$ cat config.mk
export PLATFORM = sky130hd
export DESIGN_NAME = linear_layer_start_fifo_srl_ctrl
export DESIGN_NICKNAME = d
export VERILOG_FILES = /design/src/rtl/linear_layer_fifo_pkg.sv /design/src/rtl/linear_layer_srl_store.sv /design/src/rtl/linear_layer_start_fifo_srl_ctrl.sv
export SDC_FILE = /design/constraint.sdc
export NUM_CORES = 1
export LEC_CHECK = 0
export CORE_AREA = 10 10 47 49
export DETAILED_ROUTE_END_ITERATION = 16
export DIE_AREA = 0 0 57 59
export SETUP_SLACK_MARGIN = 0.2
export SLEW_MARGIN = 25
export SYNTH_ARGS = -nofsm -noshare
export SYNTH_HDL_FRONTEND = slang
export SYNTH_SLANG_ARGS = --single-unit
$ cat constraint.sdc
create_clock -name clk -period 2.4 [get_ports clk]
set_clock_uncertainty 0.05 [all_clocks]
set_input_delay 0.36 -clock clk [delete_from_list [all_inputs] [get_ports clk]]
set_output_delay 0.36 -clock clk [all_outputs]
set_load 0.005 [all_outputs]
$ cat src/rtl/linear_layer_fifo_pkg.sv
// Shared types and parameter checks for the Linear_Layer shallow SRL FIFOs.
// The parameter-check macro is placed inside a module body that declares DEPTH and ADDR_WIDTH.
package linear_layer_fifo_pkg;

  typedef enum logic [1:0] {
    EMPTY   = 2'd0,
    PARTIAL = 2'd1,
    FULL    = 2'd2
  } fifo_state_e;

  function automatic int clog2(input int n);
    int r;
    int v;
    r = 0;
    v = 1;
    while (v < n) begin
      v = v << 1;
      r++;
    end
    return r;
  endfunction

endpackage

`define LL_FIFO_PARAM_CHECK(depth_, addr_w_) \
  if ((depth_) < 2) begin : g_depth_chk \
    $error("linear_layer FIFO: DEPTH must be at least 2"); \
  end \
  if ((addr_w_) < linear_layer_fifo_pkg::clog2(depth_)) begin : g_addr_w_chk \
    $error("linear_layer FIFO: ADDR_WIDTH too narrow for DEPTH"); \
  end

$ cat src/rtl/linear_layer_srl_store.sv
// Shift-register data store: a write enters slot 0 and pushes older words up one slot.
module linear_layer_srl_store
  import linear_layer_fifo_pkg::*;
#(
  parameter int DATA_WIDTH = 1,
  parameter int ADDR_WIDTH = 1,
  parameter int DEPTH      = 2
) (
  input  logic                  clk,
  input  logic                  we,
  input  logic [ADDR_WIDTH-1:0] addr,
  input  logic [DATA_WIDTH-1:0] din,
  output logic [DATA_WIDTH-1:0] dout
);

  logic [DATA_WIDTH-1:0] mem [DEPTH];

  always_ff @(posedge clk) begin
    if (we) begin
      for (int i = DEPTH - 1; i > 0; i--) begin
        mem[i] <= mem[i-1];
      end
      mem[0] <= din;
    end
  end

  assign dout = mem[addr];

endmodule

$ cat src/rtl/linear_layer_start_fifo_srl_ctrl.sv
// Show-ahead FIFO controller for start tokens / small words between Linear_Layer processes.
// Owns the head pointer, occupancy count and registered full/empty flags around an SRL store.
module linear_layer_start_fifo_srl_ctrl
  import linear_layer_fifo_pkg::*;
#(
  parameter int DATA_WIDTH = 1,
  parameter int ADDR_WIDTH = 1,
  parameter int DEPTH      = 2
) (
  input  logic                  clk,
  input  logic                  reset,
  output logic                  if_full_n,
  input  logic                  if_write_ce,
  input  logic                  if_write,
  input  logic [DATA_WIDTH-1:0] if_din,
  output logic                  if_empty_n,
  input  logic                  if_read_ce,
  input  logic                  if_read,
  output logic [DATA_WIDTH-1:0] if_dout,
  output logic [ADDR_WIDTH:0]   if_num_data_valid
);

  `LL_FIFO_PARAM_CHECK(DEPTH, ADDR_WIDTH)

  localparam logic [ADDR_WIDTH:0] CNT_LAST = (ADDR_WIDTH + 1)'(DEPTH - 1);

  fifo_state_e           state_q, state_d;
  logic [ADDR_WIDTH-1:0] ptr_q, ptr_d;
  logic [ADDR_WIDTH:0]   count_q;
  logic                  full_n_q, empty_n_q;
  logic                  push, pop;

  assign push = if_write_ce & if_write & full_n_q;
  assign pop  = if_read_ce & if_read & empty_n_q;

  always_comb begin
    state_d = state_q;
    ptr_d   = ptr_q;
    case (state_q)
      EMPTY: begin
        if (push) state_d = PARTIAL;
      end
      PARTIAL: begin
        if (push && !pop) begin
          ptr_d = ptr_q + 1'b1;
          if (count_q == CNT_LAST) state_d = FULL;
        end else if (pop && !push) begin
          if (ptr_q == '0) state_d = EMPTY;
          else             ptr_d   = ptr_q - 1'b1;
        end
      end
      FULL: begin
        // push cannot occur here since full_n_q is low; a simultaneous write is dropped
        if (pop) begin
          state_d = PARTIAL;
          ptr_d   = ptr_q - 1'b1;
        end
      end
      default: begin
        state_d = EMPTY;
        ptr_d   = '0;
      end
    endcase
  end

  always_ff @(posedge clk) begin
    if (reset) begin
      state_q <= EMPTY;
      ptr_q   <= '0;
    end else begin
      state_q <= state_d;
      ptr_q   <= ptr_d;
    end
  end

  // Flags come straight from the next state so they are glitch-free registers
  always_ff @(posedge clk) begin
    if (reset) begin
      empty_n_q <= 1'b0;
      full_n_q  <= 1'b1;
    end else begin
      empty_n_q <= (state_d != EMPTY);
      full_n_q  <= (state_d != FULL);
    end
  end

  always_ff @(posedge clk) begin
    if (reset) begin
      count_q <= '0;
    end else if (push && !pop) begin
      count_q <= count_q + 1'b1;
    end else if (pop && !push) begin
      count_q <= count_q - 1'b1;
    end
  end

  linear_layer_srl_store #(
    .DATA_WIDTH(DATA_WIDTH),
    .ADDR_WIDTH(ADDR_WIDTH),
    .DEPTH     (DEPTH)
  ) u_store (
    .clk (clk),
    .we  (push & ~reset),
    .addr(ptr_q),
    .din (if_din),
    .dout(if_dout)
  );

  assign if_full_n         = full_n_q;
  assign if_empty_n        = empty_n_q;
  assign if_num_data_valid = count_q;

endmodule

==> results of run 1 <==
[cells in the final DEF (no fill, tap or decap), drive strengths merged, types with 3 or more instances in the layout]
cell,synthesis,final
a21oi,3,3
clkbuf,0,4
clkdlybuf4s50,0,11
dfxtp,8,8
ha,7,7
inv,5,5
nand2,3,3
nand3,3,3
nor2,4,4
o21ai,3,3
[cells by family after synthesis]
family	share of synthesized area, %
compound gates	15.1
xor+xnor	3.47
fa+ha+maj	17.3
buf+inv	3.71
flops	43.6
mux	2.23
simple gates	14.6
[stage by stage]
step / worst slack (ns) / instances / cell area (um^2) / power (mW)
global placement: 0.0328 / 80 / 643 / 0.258
finish: 0.328 / 84 / 669 / 0.369
global route: 0.214 / 84 / 669 / 0.396
CTS: 0.314 / 84 / 669 / 0.376
floorplan: 0.626 / 52 / 505 / 0.225
detailed placement: 0.0507 / 80 / 643 / 0.258
[layout make-up]
class                      instances  area (um^2)  area share, %
timing repair buffer              12          118           17.6
inverter                           5         18.8           2.80
sequential                        10          220           32.9
clock buffer                       4         26.3           3.93
multi-input combinational         37          267           39.8
tap                               16         20.0           2.99
[power by group through the flow]
stage               Combinational, mW  Sequential (mW)  Clock, mW
floorplan                      0.0358            0.189          0
global placement               0.0678            0.190          0
detailed placement             0.0681            0.190          0
CTS                            0.0689            0.186      0.121
global route                   0.0758            0.187      0.133
finish                         0.0681            0.186      0.115
[final timing paths]
kind                                startpoint             end  slack, ns  cells after the start
worst max register to register      if_empty_n      if_empty_n       0.54                      6
worst min-delay path            u_store.mem[0]  u_store.mem[1]       0.41                      0
worst min register to register  u_store.mem[0]  u_store.mem[1]       0.41                      0
worst max-delay path                if_read_ce      if_empty_n       0.33                      7
[flip-flops by register name, indices dropped and copies added, names as in the netlist, named ones only]
signal / cells
if_empty_n: 1
if_full_n: 1
u_store.mem: 2
ptr_q: 1
state_q: 2
if_num_data_valid: 2
[per-layer routing]
layer	global-route usage (%)	wire (um)	up-vias	share of wire (%)
met1	6.26	430	189	43
met3	3.86	43	2	4.3
met4	2.01	11	0	1.1
met2	11.5	523	6	52
li1	-	-	220	-
met5	0	0	-	0
==> flow_metrics.env, run 1 <==
export IMPL_outcome="finished, final reports clean"
export IMPL_place_congestion=0.746
export IMPL_clock_sinks=10
export IMPL_p_sw_uw=87.8
export IMPL_grt_setup_unrepaired="false"
export IMPL_synthArstFlopShare_pct=0
export IMPL_vias=417
export IMPL_syn_num_nets=66
export IMPL_avgSynthCellArea_um2=9.72
export IMPL_hp_class="register to register"
export IMPL_path_buf_inv=1
export IMPL_grt_pass1_wl_um=1730
export IMPL_yosysMostFrequentCell="dfxtp_1"
export IMPL_ys_warn_count=0
export IMPL_critPathTopFamily="simple AND/OR/NAND/NOR gates"
export IMPL_design_core_area_um2=1400
export IMPL_end_kind="register"
export IMPL_rows=14
export IMPL_ys_top_cells_by_count="dfxtp_1, ha_1, inv_1"
export IMPL_die_h_um=59
export IMPL_viasPerCell=4.96
export IMPL_post_route_period_util_pct=86.3
export IMPL_die_w_um=57
export IMPL_seq_power_share_pct=50.4
export IMPL_cts_root_buf="clkbuf_4"
export IMPL_finalWirelength_um=1010
export IMPL_synth_top_cell_by_area="dfxtp_1"
export IMPL_clk_latency_ns=0.26
export IMPL_grtUsageTotal_pct=6.51
export IMPL_cts_max_level=1
export IMPL_synthToLayoutAreaGrowth_pct=32.4
export IMPL_crit_fanout=4
export IMPL_synth_distinct_cells=20
export IMPL_synth_area_leaders="dfxtp_1, ha_1, edfxtp_1, inv_1, xor2_1"
export IMPL_clk_pin_slew_ns=0.06
export IMPL_hold_violations=0
export IMPL_critPathSlowestCell="clkdlybuf4s50_1"
export IMPL_seq_area_frac_synth_pct=43.6
export IMPL_ant_nets=0
export IMPL_clock_power_share_pct=31.1
export IMPL_initial_core_util_pct=36.1
export IMPL_post_cts_buffers=0
export IMPL_utilization_pct=47.8
export IMPL_syn_area_um2=505
export IMPL_holdWs_ns=0.409
export IMPL_fin_setup_tns_ns=0
export IMPL_grt_pass1_vias=429
export IMPL_fmax_ghz=0.483
export IMPL_critical_path_max_stage_delay_ns=0.47
export IMPL_maxCapViolCount=0
export IMPL_ys_seq_elements=10
export IMPL_power_density_nw_per_um2=551
export IMPL_crit_arrival_ns=2.16
export IMPL_post_drt_wl_per_cell_um=12.0
export IMPL_synth_ff_type="dfxtp_1"
export IMPL_yosysTopAreaCellShare_pct=31.7
export IMPL_dp_hpwl_um=805
export IMPL_antenna_found_initial=0
export IMPL_clk_path_buf_depth=2
export IMPL_cp_required_ns=2.49
export IMPL_num_fill_cells=158
export IMPL_slew_viol_final=0
export IMPL_path_cells="clkdlybuf4s50_1 -> nand3_1 -> ha_1 -> or3b_1 -> a222oi_1 -> nor3_1 -> o21bai_1"
export IMPL_p_int_uw=281
export IMPL_worst_pin_slew_ns=0.315
export IMPL_first_pass_iters=4
export IMPL_grt_max_degree=7
export IMPL_setup_viol=0
export IMPL_cp_start_kind="input port"
export IMPL_swShare_pct=23.8
export IMPL_drt_iter0_markers=6
export IMPL_dieArea_um2=3360
export IMPL_port_buffers=11
export IMPL_pin_count=12
export IMPL_period_minus_slack_ns=2.07
export IMPL_drive_gt1_share_pct=8.82
export IMPL_ir_worst_vdd_v=0.000289
export IMPL_cts_resized=0
export IMPL_synthCells=52
export IMPL_overflow=0
export IMPL_fin_nets=83
export IMPL_numCtsBuffers=3
export IMPL_ctsHoldBuffers=0
export IMPL_cts_tree="yes"
export IMPL_synth_edf_count=2
export IMPL_drc_errors=0
export IMPL_p_comb_share_pct=18.5
export IMPL_max_slew_margin_pct=79.0
export IMPL_antenna_cells=0
export IMPL_leakagePower_nw=0.275
export IMPL_critical_path_class="input port to register"
Power figures use the tool's default switching activity.
==> inputs of run 2 (changes only) <==
--- a/config.mk
+++ b/config.mk
@@ -8,8 +8,10 @@
 export CORE_AREA = 10 10 47 49
 export DETAILED_ROUTE_END_ITERATION = 16
 export DIE_AREA = 0 0 57 59
+export GPL_TIMING_DRIVEN = 1
 export SETUP_SLACK_MARGIN = 0.2
 export SLEW_MARGIN = 25
 export SYNTH_ARGS = -nofsm -noshare
 export SYNTH_HDL_FRONTEND = slang
+export SYNTH_HIERARCHICAL = 1
 export SYNTH_SLANG_ARGS = --single-unit
==> constraint.sdc (replaced) <==
create_clock -name clk -period 1.8 [get_ports clk]
set_clock_uncertainty 0.05 [all_clocks]
set_input_delay 0.27 -clock clk [delete_from_list [all_inputs] [get_ports clk]]
set_output_delay 0.27 -clock clk [all_outputs]
set_load 0.005 [all_outputs]
==> run 2 against run 1 <==
Effect of this change:
- final cell count is 11% higher
- combinational power increased by 76%
- worst setup slack lost 0.26 ns
- flip-flop and latch count decreased by 1
- die area stayed put
- via count is 12% higher
- critical endpoint unchanged
- largest power group unchanged
==> flow_metrics.env, run 2 <==
export IMPL_fin_cells=93
export IMPL_drt_iter0_markers=10
export IMPL_cts_tree="yes"
export IMPL_ant_nets=0
export IMPL_numCtsBuffers=3
export IMPL_dp_cells=81
export IMPL_synth_top_cell_by_area="dfxtp_1"
export IMPL_avgSynthCellArea_um2=9.98
export IMPL_clk_latency_ns=0.27
export IMPL_seq_area_frac_synth_pct=40.9
export IMPL_r2r_start="if_empty_n"
export IMPL_synth_edf_count=2
export IMPL_fin_nets=92
export IMPL_placed_area_um2=688
export IMPL_setup_viol=0
export IMPL_yosysTopAreaCellShare_pct=28.6
export IMPL_antenna_found_initial=0
export IMPL_clock_sinks=9
export IMPL_period_minus_slack_ns=1.73
export IMPL_leakagePower_nw=0.338
export IMPL_dieArea_um2=3360
export IMPL_finalWirelength_um=1200
export IMPL_finalWorstSetupSlack_ns=0.0696
export IMPL_synthCells=49
export IMPL_fin_area_um2=807
export IMPL_post_route_period_util_pct=96.1
export IMPL_port_buffers=11
export IMPL_design_core_area_um2=1400
export IMPL_cts_root_buf="clkbuf_4"
export IMPL_critical_path_class="register to register"
export IMPL_outcome="finished, final reports clean"
export IMPL_rrSetupSlack_ns=0.07
export IMPL_crit_arrival_ns=1.83
export IMPL_critPathTopFamily="simple AND/OR/NAND/NOR gates"
export IMPL_cp_start_kind="register"
export IMPL_maxCapViolCount=0
export IMPL_critical_path_max_stage_delay_ns=0.37
export IMPL_ys_seq_elements=9
export IMPL_post_drt_wl_per_cell_um=12.9
export IMPL_crit_fanout=4
export IMPL_rows=14
export IMPL_synthToLayoutAreaGrowth_pct=65.0
export IMPL_antenna_cells=0
export IMPL_clk_path_buf_depth=2
export IMPL_path_buf_inv=1
export IMPL_crit_cells=7
export IMPL_ys_warn_count=6
export IMPL_overflow=0
export IMPL_hold_violations=0
export IMPL_path_cells="nand3_4 -> inv_2 -> ha_4 -> or3b_4 -> a222oi_1 -> nor3_2 -> o21bai_1"
export IMPL_dp_slack_ns=-0.413
export IMPL_vias=465
export IMPL_ys_top_cells_by_count="dfxtp_1, ha_1, inv_1, nor2_1, nand3_1"
export IMPL_final_common_cell="buf_4"
export IMPL_num_fill_cells=128
export IMPL_synth_area_leaders="dfxtp_1, ha_1, edfxtp_1, inv_1, nor2_1"
export IMPL_drc_errors=0
export IMPL_ir_worst_vdd_v=0.000375
export IMPL_endpoint="if_empty_n"
export IMPL_synthArstFlopShare_pct=0
export IMPL_grt_pass1_vias=433
export IMPL_grt_setup_unrepaired="true"
export IMPL_dp_hpwl_um=816
export IMPL_worstSetupStartpoint="if_empty_n"
export IMPL_layout_common_cells="buf_4, clkdlybuf4s50_1, nor2_1, ha_1, dlygate4sd2_1"
export IMPL_place_congestion=0.713
export IMPL_synth_distinct_cells=23
export IMPL_r2r_cells=7
export IMPL_clk_pin_slew_ns=0.06
export IMPL_r2r_end="if_empty_n"
export IMPL_worst_pin_slew_ns=0.363
export IMPL_die_h_um=59
export IMPL_fmax_ghz=0.578
export IMPL_power_uw=505
export IMPL_initial_core_util_pct=34.9
export IMPL_grt_pass1_wl_um=1880
export IMPL_end_kind="register"
export IMPL_viasPerCell=5.00
export IMPL_cts_max_level=1
export IMPL_first_pass_iters=4
export IMPL_drive_gt1_share_pct=39.0
export IMPL_holdWs_ns=0.409
export IMPL_critPathSlowestCell="or3b_4"
export IMPL_power_density_nw_per_um2=626
export IMPL_syn_area_um2=489
export IMPL_slew_viol_final=0
export IMPL_pin_count=12
export IMPL_hp_class="register to register"
export IMPL_max_slew_margin_pct=75.8
export IMPL_grtUsageTotal_pct=7.00
export IMPL_die_w_um=57
export IMPL_synth_ff_type="dfxtp_1"
export IMPL_cp_required_ns=1.90
export IMPL_grt_max_degree=6
export IMPL_syn_num_nets=63
[run 2: stage by stage]
stage | TNS [ns] | utilization, %
6_report | 0 | 57.6
5_1_grt | -0.0198 | 57.6
4_1_cts | 0 | 54.2
3_5_place_dp | -1.32 | 49.1
3_3_place_gp | -1.34 | 49.1
2_1_floorplan | 0 | -
[run 2: cell type report]
| type | instances | area (um^2) | share of cell area [%] |
|---|---|---|---|
| clock buffer | 4 | 26.3 | 3.26 |
| inverter | 5 | 18.8 | 2.33 |
| multi-input combinational | 35 | 334 | 41.4 |
| sequential | 9 | 206 | 25.6 |
| tap | 16 | 20.0 | 2.48 |
| timing repair buffer | 24 | 201 | 25.0 |
[run 2: repair_timing]
action | 4_1_cts | 5_1_grt
hold buffers | 0 | 0
cloned | 0 | 0
endpoints found under the setup margin | 6 | 5
hold endpoints to repair | 0 | 0
buffers inserted | 6 | 2
pin swaps | 3 | 5
resized for setup | 9 | 6
[run 2: kinds of logic after synthesis]
| family | Yosys count | share of synthesized area, % |
|---|---|---|
| simple gates | 16 | 16.6 |
| flops | 9 | 40.9 |
| compound gates | 8 | 12.0 |
| fa+ha+maj | 7 | 17.9 |
| buf+inv | 5 | 3.84 |
| xor+xnor | 2 | 3.58 |
| mux | 2 | 5.11 |
[run 2: worst min path at each step]
stage              startpoint              endpoint  slack [ns]  cells after the start
2_1_floorplan           reset  if_num_data_valid[0]        0.29                      1
3_3_place_gp   u_store/mem[0]        u_store/mem[1]        0.39                      0
3_5_place_dp   u_store/mem[0]        u_store/mem[1]        0.40                      0
4_1_cts        u_store/mem[0]        u_store/mem[1]        0.41                      0
5_1_grt        u_store/mem[0]        u_store/mem[1]        0.43                      0
6_report       u_store/mem[0]        u_store/mem[1]        0.41                      0
[run 2: power breakdown]
| part | switching [mW] | internal (mW) |
|---|---|---|
| clock | 0.0735 | 0.0856 |
| sequential | 0.00927 | 0.216 |
| combinational | 0.0521 | 0.0681 |
| total | 0.135 | 0.370 |
[run 2: layer usage]
layer | GRT usage (%) | wire length (um)
met1 | 7.96 | 533
met2 | 9.46 | 527
met3 | 3.43 | 99
met4 | 6.04 | 38
met5 | 0 | 0
==> inputs of run 3 (changes only) <==
--- a/config.mk
+++ b/config.mk
@@ -10,7 +10,7 @@
 export DIE_AREA = 0 0 57 59
 export GPL_TIMING_DRIVEN = 1
 export SETUP_SLACK_MARGIN = 0.2
-export SLEW_MARGIN = 25
+export SLEW_MARGIN = 10
 export SYNTH_ARGS = -nofsm -noshare
 export SYNTH_HDL_FRONTEND = slang
 export SYNTH_HIERARCHICAL = 1
==> results of run 3 <==
Same layout as run 2: the final DEF is identical, and so are final timing and power.
